`src/rtl/rv32i_decode_core_if.sv`:
```
// rtl/rv32i_decode_core_if.sv - write-back bus from the writeback stage into the decode register file
interface rv32i_decode_core_if #(
    parameter int XLEN = 32
);
    logic [4:0]      wb_addr;
    logic [XLEN-1:0] wb_data;
    logic            wb_en;

    modport master (output wb_addr, output wb_data, output wb_en);
    modport slave  (input  wb_addr, input  wb_data, input  wb_en);
endinterface

```
`src/rtl/rv32i_decode_core.sv`:
```
// rtl/rv32i_decode_core.sv - RV32I decode stage: control unit, immediate generator, 32x32 register file
// Optional register print on dump is built only with REGFILE_DUMP_EN defined.
module rv32i_decode_core #(
    parameter int XLEN  = 32,
    parameter int NREGS = 32
) (
    input  logic                 clk,
    input  logic                 reset_n,
    input  logic [31:0]          instruction,
    rv32i_decode_core_if.slave   wb,
    input  logic                 dump,
    output logic [4:0]           rs1,
    output logic [4:0]           rs2,
    output logic [4:0]           rd,
    output logic [2:0]           funct3,
    output logic [XLEN-1:0]      rs1_val,
    output logic [XLEN-1:0]      rs2_val,
    output logic [XLEN-1:0]      regs [NREGS],
    output logic [3:0]           alu_op,
    output logic                 mem_read,
    output logic                 mem_write,
    output logic                 reg_write,
    output logic                 use_imm,
    output logic                 is_branch,
    output logic                 is_jump,
    output logic                 is_jalr,
    output logic                 is_final,
    output logic [2:0]           instr_type,
    output logic [XLEN-1:0]      sext_imm
);
    localparam logic [3:0] ALU_ADD = 4'd0, ALU_SUB = 4'd1, ALU_SLL = 4'd2, ALU_SLT = 4'd3,
                           ALU_SLTU = 4'd4, ALU_XOR = 4'd5, ALU_SRL = 4'd6, ALU_SRA = 4'd7,
                           ALU_OR = 4'd8, ALU_AND = 4'd9, ALU_PASSB = 4'd10;
    localparam logic [2:0] T_R = 3'd0, T_I = 3'd1, T_S = 3'd2, T_B = 3'd3, T_U = 3'd4, T_J = 3'd5;

    logic [XLEN-1:0] regs_q [NREGS];
    logic [XLEN-1:0] regs_d [NREGS];
    logic            wb_hit;

    assign rs1    = instruction[19:15];
    assign rs2    = instruction[24:20];
    assign rd     = instruction[11:7];
    assign funct3 = instruction[14:12];
    assign wb_hit = wb.wb_en && (wb.wb_addr != 5'd0);

    always_comb begin
        regs_d = regs_q;
        if (wb_hit)
            regs_d[wb.wb_addr] = wb.wb_data;
    end

    always_ff @(posedge clk or negedge reset_n) begin
        if (!reset_n) begin
            for (int i = 0; i < NREGS; i++)
                regs_q[i] <= '0;
        end else begin
            regs_q <= regs_d;
        end
    end

    assign regs = regs_q;

    // Bypass lets decode see a value being written back this cycle; reads are forced to 0 in reset.
    assign rs1_val = !reset_n ? '0 : (wb_hit && wb.wb_addr == rs1) ? wb.wb_data : regs_q[rs1];
    assign rs2_val = !reset_n ? '0 : (wb_hit && wb.wb_addr == rs2) ? wb.wb_data : regs_q[rs2];

    function automatic logic [3:0] f3_alu(input logic [2:0] f3, input logic alt);
        case (f3)
            3'b000:  return alt ? ALU_SUB : ALU_ADD;
            3'b001:  return ALU_SLL;
            3'b010:  return ALU_SLT;
            3'b011:  return ALU_SLTU;
            3'b100:  return ALU_XOR;
            3'b101:  return alt ? ALU_SRA : ALU_SRL;
            3'b110:  return ALU_OR;
            default: return ALU_AND;
        endcase
    endfunction

    always_comb begin
        alu_op     = ALU_ADD;
        instr_type = T_I;
        mem_read   = 1'b0;
        mem_write  = 1'b0;
        reg_write  = 1'b0;
        use_imm    = 1'b0;
        is_branch  = 1'b0;
        is_jump    = 1'b0;
        is_jalr    = 1'b0;
        is_final   = 1'b0;
        case (instruction[6:0])
            7'b0110011: begin
                instr_type = T_R; reg_write = 1'b1;
                alu_op = f3_alu(funct3, instruction[30]);
            end
            7'b0010011: begin
                reg_write = 1'b1; use_imm = 1'b1;
                alu_op = f3_alu(funct3, instruction[30] && funct3 == 3'b101);
            end
            7'b0000011: begin mem_read = 1'b1; reg_write = 1'b1; use_imm = 1'b1; end
            7'b0100011: begin instr_type = T_S; mem_write = 1'b1; use_imm = 1'b1; end
            7'b1100011: begin instr_type = T_B; is_branch = 1'b1; alu_op = ALU_SUB; end
            7'b1101111: begin instr_type = T_J; is_jump = 1'b1; reg_write = 1'b1; use_imm = 1'b1; end
            7'b1100111: begin is_jump = 1'b1; is_jalr = 1'b1; reg_write = 1'b1; use_imm = 1'b1; end
            7'b0110111: begin instr_type = T_U; reg_write = 1'b1; use_imm = 1'b1; alu_op = ALU_PASSB; end
            7'b0010111: begin instr_type = T_U; reg_write = 1'b1; use_imm = 1'b1; end
            7'b1110011: is_final = 1'b1;
            default: ;
        endcase
    end

    always_comb begin
        case (instr_type)
            T_I:     sext_imm = {{20{instruction[31]}}, instruction[31:20]};
            T_S:     sext_imm = {{20{instruction[31]}}, instruction[31:25], instruction[11:7]};
            T_B:     sext_imm = {{19{instruction[31]}}, instruction[31], instruction[7],
                                 instruction[30:25], instruction[11:8], 1'b0};
            T_U:     sext_imm = {instruction[31:12], 12'b0};
            T_J:     sext_imm = {{11{instruction[31]}}, instruction[31], instruction[19:12],
                                 instruction[20], instruction[30:21], 1'b0};
            default: sext_imm = '0;
        endcase
    end

`ifdef REGFILE_DUMP_EN
    // Sampled at the edge, so the printout shows contents from before this cycle's write.
    always @(posedge clk) begin
        if (dump) begin
            for (int i = 0; i < NREGS; i++)
                $display("x%0d = 0x%08h", i, regs_q[i]);
        end
    end
`else
    logic unused_dump;
    assign unused_dump = dump;
`endif
endmodule

```
`src/flat_wrapper.sv`:
```
// flat-port wrapper written by rule: the top's interface ports become plain ports
module rv32i_decode_core_flat 
#(
    parameter int XLEN  = 32,
    parameter int NREGS = 32
)
  (clk, reset_n, instruction, dump, rs1, rs2, rd, funct3, rs1_val, rs2_val, regs, alu_op, mem_read, mem_write, reg_write, use_imm, is_branch, is_jump, is_jalr, is_final, instr_type, sext_imm, wb_wb_addr, wb_wb_data, wb_wb_en);
  rv32i_decode_core_if #(.XLEN(XLEN)) wb_i ();
  input  logic clk;
  input  logic reset_n;
  input  logic [31:0] instruction;
  input  logic dump;
  output logic [4:0] rs1;
  output logic [4:0] rs2;
  output logic [4:0] rd;
  output logic [2:0] funct3;
  output logic [XLEN-1:0] rs1_val;
  output logic [XLEN-1:0] rs2_val;
  output logic [XLEN-1:0] regs[NREGS];
  output logic [3:0] alu_op;
  output logic mem_read;
  output logic mem_write;
  output logic reg_write;
  output logic use_imm;
  output logic is_branch;
  output logic is_jump;
  output logic is_jalr;
  output logic is_final;
  output logic [2:0] instr_type;
  output logic [XLEN-1:0] sext_imm;
  input wire logic [$bits(wb_i.wb_addr)-1:0] wb_wb_addr;
  input wire logic [$bits(wb_i.wb_data)-1:0] wb_wb_data;
  input wire logic [$bits(wb_i.wb_en)-1:0] wb_wb_en;
  assign wb_i.wb_addr = wb_wb_addr;
  assign wb_i.wb_data = wb_wb_data;
  assign wb_i.wb_en = wb_wb_en;
  rv32i_decode_core #(.XLEN(XLEN), .NREGS(NREGS)) u_core (.clk(clk), .reset_n(reset_n), .instruction(instruction), .wb(wb_i), .dump(dump), .rs1(rs1), .rs2(rs2), .rd(rd), .funct3(funct3), .rs1_val(rs1_val), .rs2_val(rs2_val), .regs(regs), .alu_op(alu_op), .mem_read(mem_read), .mem_write(mem_write), .reg_write(reg_write), .use_imm(use_imm), .is_branch(is_branch), .is_jump(is_jump), .is_jalr(is_jalr), .is_final(is_final), .instr_type(instr_type), .sext_imm(sext_imm));
endmodule
```
`config.mk`:
```
export PLATFORM = sky130hd
export DESIGN_NAME = rv32i_decode_core_flat
export DESIGN_NICKNAME = d
export VERILOG_FILES = /design/src/rtl/rv32i_decode_core_if.sv /design/src/rtl/rv32i_decode_core.sv /design/src/flat_wrapper.sv
export SDC_FILE = /design/constraint.sdc
export NUM_CORES = 2
export LEC_CHECK = 0
export ABC_CLOCK_PERIOD_IN_PS = 5830
export BUFFER_PORTS_ARGS = -buffer_cell sky130_fd_sc_hd__buf_2
export CAP_MARGIN = 15
export CORE_AREA = 8 8 472 474
export DETAILED_ROUTE_END_ITERATION = 8
export DIE_AREA = 0 0 480 482
export MAX_ROUTING_LAYER = met4
export PLACE_DENSITY = 0.46
export SLEW_MARGIN = 5
export SYNTH_ARGS = -nofsm -noshare
export SYNTH_HDL_FRONTEND = slang
export SYNTH_SLANG_ARGS = --single-unit
```
`constraint.sdc`:
```
create_clock -name clk -period 5.83 [get_ports clk]
set_input_delay 1.166 -clock clk [delete_from_list [all_inputs] [get_ports clk]]
set_output_delay 1.166 -clock clk [all_outputs]
set_load 0.005 [all_outputs]
```
# After elaboration in Yosys (flattened, before gate mapping)
# Cells that the tools add are included.
# totals
regBits	1024
latchBits	0
ramBits	0
mem_bits_ro	0
input_bits	73
output_inout_bits	1153
word_cells	103
memories	0
# classes
add_sub_neg	0
n_mul	0
div	0
n_lt_le_gt_ge	4
eq_ne	23
shift	0
mux	30
bitwise_logic	3
reduce_logical	11
# op_table
op	n
$bwmux 1024	1
$bmux 32 s5	2
$mux 32	9
$demux 32 s5	1
$pmux 32 s5	1
$pmux 4 s7	2
$eq 7x7->1 const B	4
$eq 7x6->1 const B	3
$ge 6x6->1 const B	3
$not 5->6	3
$pmux 4 s4	1
$eq 3x3->1 const B	5
$pmux 3 s5	1
$eq 7x5->1 const B	2
$reduce_or 7->1	2
$eq 3x2->1 const B	4
$mux 1	12
$eq 5x5->1	2
$eq 7x2->1 const B	1
$eq 3x1->1 const B	2
$lt 6x1->1 const B	1
$logic_and 1x1->1	5
$reduce_bool 5->1	1
$reduce_or 2->1	2
$logic_not 3->1	1

# Depth between registers and ports, before layout
# logic_depth
ltp_word	6
depth_mapped	12
depth_no_buf	10

# Worst setup path before layout
# Ideal clock, no wire load.
# synth_timing
path_kind	input to output
from	in instruction[3]
to	out sext_imm[20]
arrival_ns	3.492
required_time_ns	4.664
path_slack_ns	1.172
path_stages	12
n_path_buf	2
cell_sequence	or3b_1 nor3_2 or2_2 clkbuf_1 inv_1 ha_1 inv_1 o31a_1 o22ai_1 nand3_1 clkbuf_1 nand3_1
# synth_between
elab_chain_cells	5
elab_cells_between_ends	14
classes_between	eq/ne: 11; mux: 2; reduce/logical: 1
# synth_rtl
element	line_no	rtl
from (decl)	flat_wrapper.sv:11	input logic [31:0] instruction;
$eq 7x6->1 / $eq 7x5->1 (equally long branches)	rv32i_decode_core.sv:91	case (instruction[6:0])
$reduce_or 2->1 (no source line)	-	
$pmux 3 s5 (*)	rv32i_decode_core.sv:91	
named net instr_type[2]	flat_wrapper.sv:29	output logic [2:0] instr_type;
$eq 3x3->1 (tied with other cells)	rv32i_decode_core.sv:113	case (instr_type)
$pmux 32 s5 (*)	rv32i_decode_core.sv:113	
to (decl)	flat_wrapper.sv:30	output logic [XLEN-1:0] sext_imm;
# Mark *: on every way through the listed nets, which the timed path passes. The rest lies on a longest branch.

# Final worst setup path
# layout_timing
from	in instruction[20]
to	out rs2_val[6]
# layout_between
elab_chain_cells	6
elab_cells_between_ends	8
classes_between	eq/ne: 1; mux: 5; bitwise: 1; reduce/logical: 1
# layout_rtl
element	line_no	rtl
$not 5->6 (implied by the code)	rv32i_decode_core.sv:65	assign rs2_val = !reset_n ? '0 : (wb_hit && wb.wb_addr == rs2) ? wb.wb_data : regs_q[rs2];
$bmux 32 s5	rv32i_decode_core.sv:65	
$mux 32 (implied by the code) (2 in a row)	rv32i_decode_core.sv:65	
$mux 32 (*) (2 in a row)	rv32i_decode_core.sv:65	
to (decl)	flat_wrapper.sv:18	output logic [XLEN-1:0] rs2_val;
# Every way passes the cells marked *; elsewhere a longest branch is shown, timed or not. The select of a mux whose other input is x is not followed.

==> results.py <==
metrics = {
    "power": {
        "leakage_uw": 0.0329,
        "vdd_ir_drop_max_uv": 305,
        "p_per_area_mw_per_mm2": 367,
        "power.switching_uw": 8920,
        "switching_share_pct": 34.5,
        "p_int_uw": 17000,
        "seqPwrFrac_pct": 39.0,
        "clock_power_share_pct": 33.6,
        "power_uw": 25900,
        "combPwrFrac_pct": 27.4,
    },
    "die": {
        "io_pins": 1226,
        "die_w_um": 480,
        "die_h_um": 482,
        "core_area_mm2": 0.216,
        "fp-row-count": 171,
        "die_area_mm2": 0.231,
        "start_util_pct": 26.0,
    },
    "yosys": {
        "avgSynthCellArea_um2": 14.3,
        "synth_common_cells": "1024 x dfrtp_1, 992 x mux2_2, 407 x mux4_2",
        "ys_ff_latch": 1024,
        "synth.cell_area_mm2": 0.0560,
        "synth_edf_count": 0,
        "yosysUniqueCellTypes": 56,
        "synth_cells": 3910,
        "synth_warnings": 0,
        "post-synth-top-count-cell": "dfrtp_1",
        "synth_area_leader_cell": "dfrtp_1",
        "synthFlopType": "dfrtp_1",
        "ys_seq_area_share_pct": 45.8,
        "async_reset_ff_share_pct": 100,
        "syn_nets": 3984,
        "synth_area_leaders": "dfrtp_1 46%, mux2_2 20%, mux4_2 16%",
        "synth_top_area_share_pct": 45.8,
    },
    "timing": {
        "worst_slew_pin_slew_ns": 1.19,
        "final.setup.tns_ns": 0,
        "maxSlewViolCount": 0,
        "period_share_pct": 92.7,
        "setup_ws_ns": 0.423,
        "grt_setup_unrepaired": "false",
        "final-hold-violation-count": 0,
        "max_freq_ghz": 0.185,
        "relSlewSlack_pct": 20.6,
        "period_minus_slack_ns": 5.41,
        "setup-violations-final": 0,
        "skew_ns": 0,
    },
    "grt": {
        "grt_pass1_wl_mm": 431,
        "antenna_found_initial": 35,
        "grt_pass1_vias": 44500,
        "grt_use_total_pct": 27.8,
        "grt_max_degree": 146,
        "grt_remaining_overflow": 0,
    },
    "placed_design": {
        "place_hpwl_mm": 236,
        "gp_congestion": 0.921,
        "port-buffer-count": 1224,
        "pre_cts_slack_ns": 0.474,
    },
    "final_layout": {
        "multi_input_area_mm2": 0.0284,
        "areaGrowthSynthToFinish_pct": 26.1,
        "final_layout_size_suffix_gt1_share_pct": 60.6,
        "largest_reg_flops": 1024,
        "num-nets-final": 5100,
        "fill_cells": 21800,
        "regArea_mm2": 0.0256,
    },
    "critical_path": {
        "criticalPathCategory": "primary input to primary output",
        "crit_arrival_ns": 4.24,
        "start_kind": "primary input",
        "cp.required_ns": 4.66,
        "end_kind": "primary output",
        "rr_worst_depth": 1,
        "slowest_stage": "a221oi_1",
        "crit_fanout": 25,
        "max_stage_delay_ns": 0.68,
        "crit_chain": "buf_8 -> buf_12 -> buf_12 -> mux2i_1 -> a221oi_1 -> a21oi_1 -> nor3_1 -> buf_4 -> a221o_1 -> buf_2",
        "cpMostUsedCell": "buf_12",
        "rrSetupSlack_ns": 4.89,
    },
    "status": {
        "status": "finished clean",
    },
    "drt": {
        "drtAntennaViolNets": 0,
        "post-route-drc-count": 0,
        "drt-total-wl_mm": 325,
        "via_count": 44900,
        "drt-initial-drc-count": 4363,
        "vias_per_cell": 5.60,
        "wl_per_cell_um": 40.5,
        "dr.pass1.iters": 6,
    },
    "clock_tree": {
        "cts_tree": "yes",
        "ctsRootBufferMaster": "clkbuf_16",
        "hold_buffers": 0,
        "postCtsSetupRepairBufs": 0,
        "clk_pin_slew_worst_paths_ns": 0.06,
        "clkSinkCount": 1024,
        "clkLatencyLatePin_ns": 0.82,
        "post_cts_resized": 0,
        "htreeDepth": 4,
        "clockBufferDepth": 3,
        "cts_made_buffers": 136,
    },
    "min_path": {
        "worstHoldPathType": "primary input to async pin",
    },
    "run": {
        "drv_cap": 0,
    },
}
cell type report:
cell class | count | share of cell area, %
multi-input cells | 2413 | 40.3
flip-flops and latches | 1024 | 36.3
repair buffers | 1442 | 11.7
clock buffers | 201 | 5.66
well taps | 2854 | 5.06
clock inverters | 41 | 0.776
diodes | 33 | 0.117
inverters | 9 | 0.0585
worst max-delay path, delay by kind of cell:
kind | cells | cell delay, ns
buffers and inverters | 5 | 1.29
AO/OA/AOI/OAI | 3 | 0.87
AND/OR/NAND/NOR | 1 | 0.64
multiplexers | 1 | 0.11
cells in the final DEF, fill, tap and decap left out, types with 12 or more instances in the layout:
cell type  netlist  routed
nor3b_1         25      25
mux2_2         992     992
a211o_1         16      16
a221oi_1        88      88
mux4_2         407     407
clkbuf_1       282      32
nor3_1          24      21
nand2_1         45      29
a21oi_1         78      78
nor2_4           0      18
clkinv_2         0      16
nand3_1         16      16
mux2i_1        297     297
buf_4           43     183
o22ai_1         16      16
o21ai_0         44      43
nor2_1          45      27
clkbuf_16        0     138
and2_1          14      12
a22oi_1         31      31
dfrtp_1       1024    1024
buf_12           0      37
nor2b_1         38      34
diode_2          0      33
a211oi_1        66      66
nand2_2          0      16
a221o_1         87      87
clkbuf_8         0      31
buf_2           56    1215
path summary, 6_finish.rpt:
kind                                      to         startpoint
min reg2reg                u_core.regs[1011]  u_core.regs[1011]
min in group clk           u_core.regs[1011]  u_core.regs[1011]
max in group asynchronous   u_core.regs[155]            reset_n
max reg2reg                  u_core.regs[94]    u_core.regs[94]
max                               rs2_val[6]    instruction[20]
min                         u_core.regs[450]            reset_n
per-layer routing:
layer / part of all wire, % / GRT usage, % / wire [um]
met1: 42 / 35.9 / 138000
met2: 45 / 41.8 / 145000
met3: 9.2 / 8.71 / 29900
met4: 3.8 / 8.82 / 12300
met5: 0 / - / 0
power groups by stage:
stage	clock (uW)	sequential (uW)	combinational [uW]
5_1_grt	9150	10300	7460
2_1_floorplan	0	9740	3220
3_3_place_gp	0	10100	7080
6_report	8700	10100	7100
3_5_place_dp	0	10200	7100
4_1_cts	8900	10000	7130
cells by family (layout without fill, tap and decap cells):
kind of cell | Yosys count | after routing | share of synthesized area (%)
other | 0 | 33 | 0
AO/OA/AOI/OAI | 457 | 457 | 6.17
buffers and inverters | 473 | 1693 | 3.88
AND/OR/NAND/NOR | 248 | 248 | 2.39
adder cells (fa/ha/maj) | 1 | 1 | 0.0223
XOR/XNOR | 11 | 11 | 0.172
multiplexers | 1696 | 1696 | 41.6
flip-flops | 1024 | 1024 | 45.8
per-stage QoR:
stage | cell area (um2) | hold WS, ns | utilization (%) | instances
6_report | 70600 | 0.230 | 32.7 | 8017
5_1_grt | 70600 | 0.201 | 32.7 | 7996
4_1_cts | 70500 | 0.171 | 32.7 | 7984
3_5_place_dp | 66000 | 0.403 | 30.6 | 7742
3_3_place_gp | 66000 | 0.398 | 30.6 | 7741
2_1_floorplan | 56000 | 0.484 | - | 3910
(Power assumes the default switching activity.)
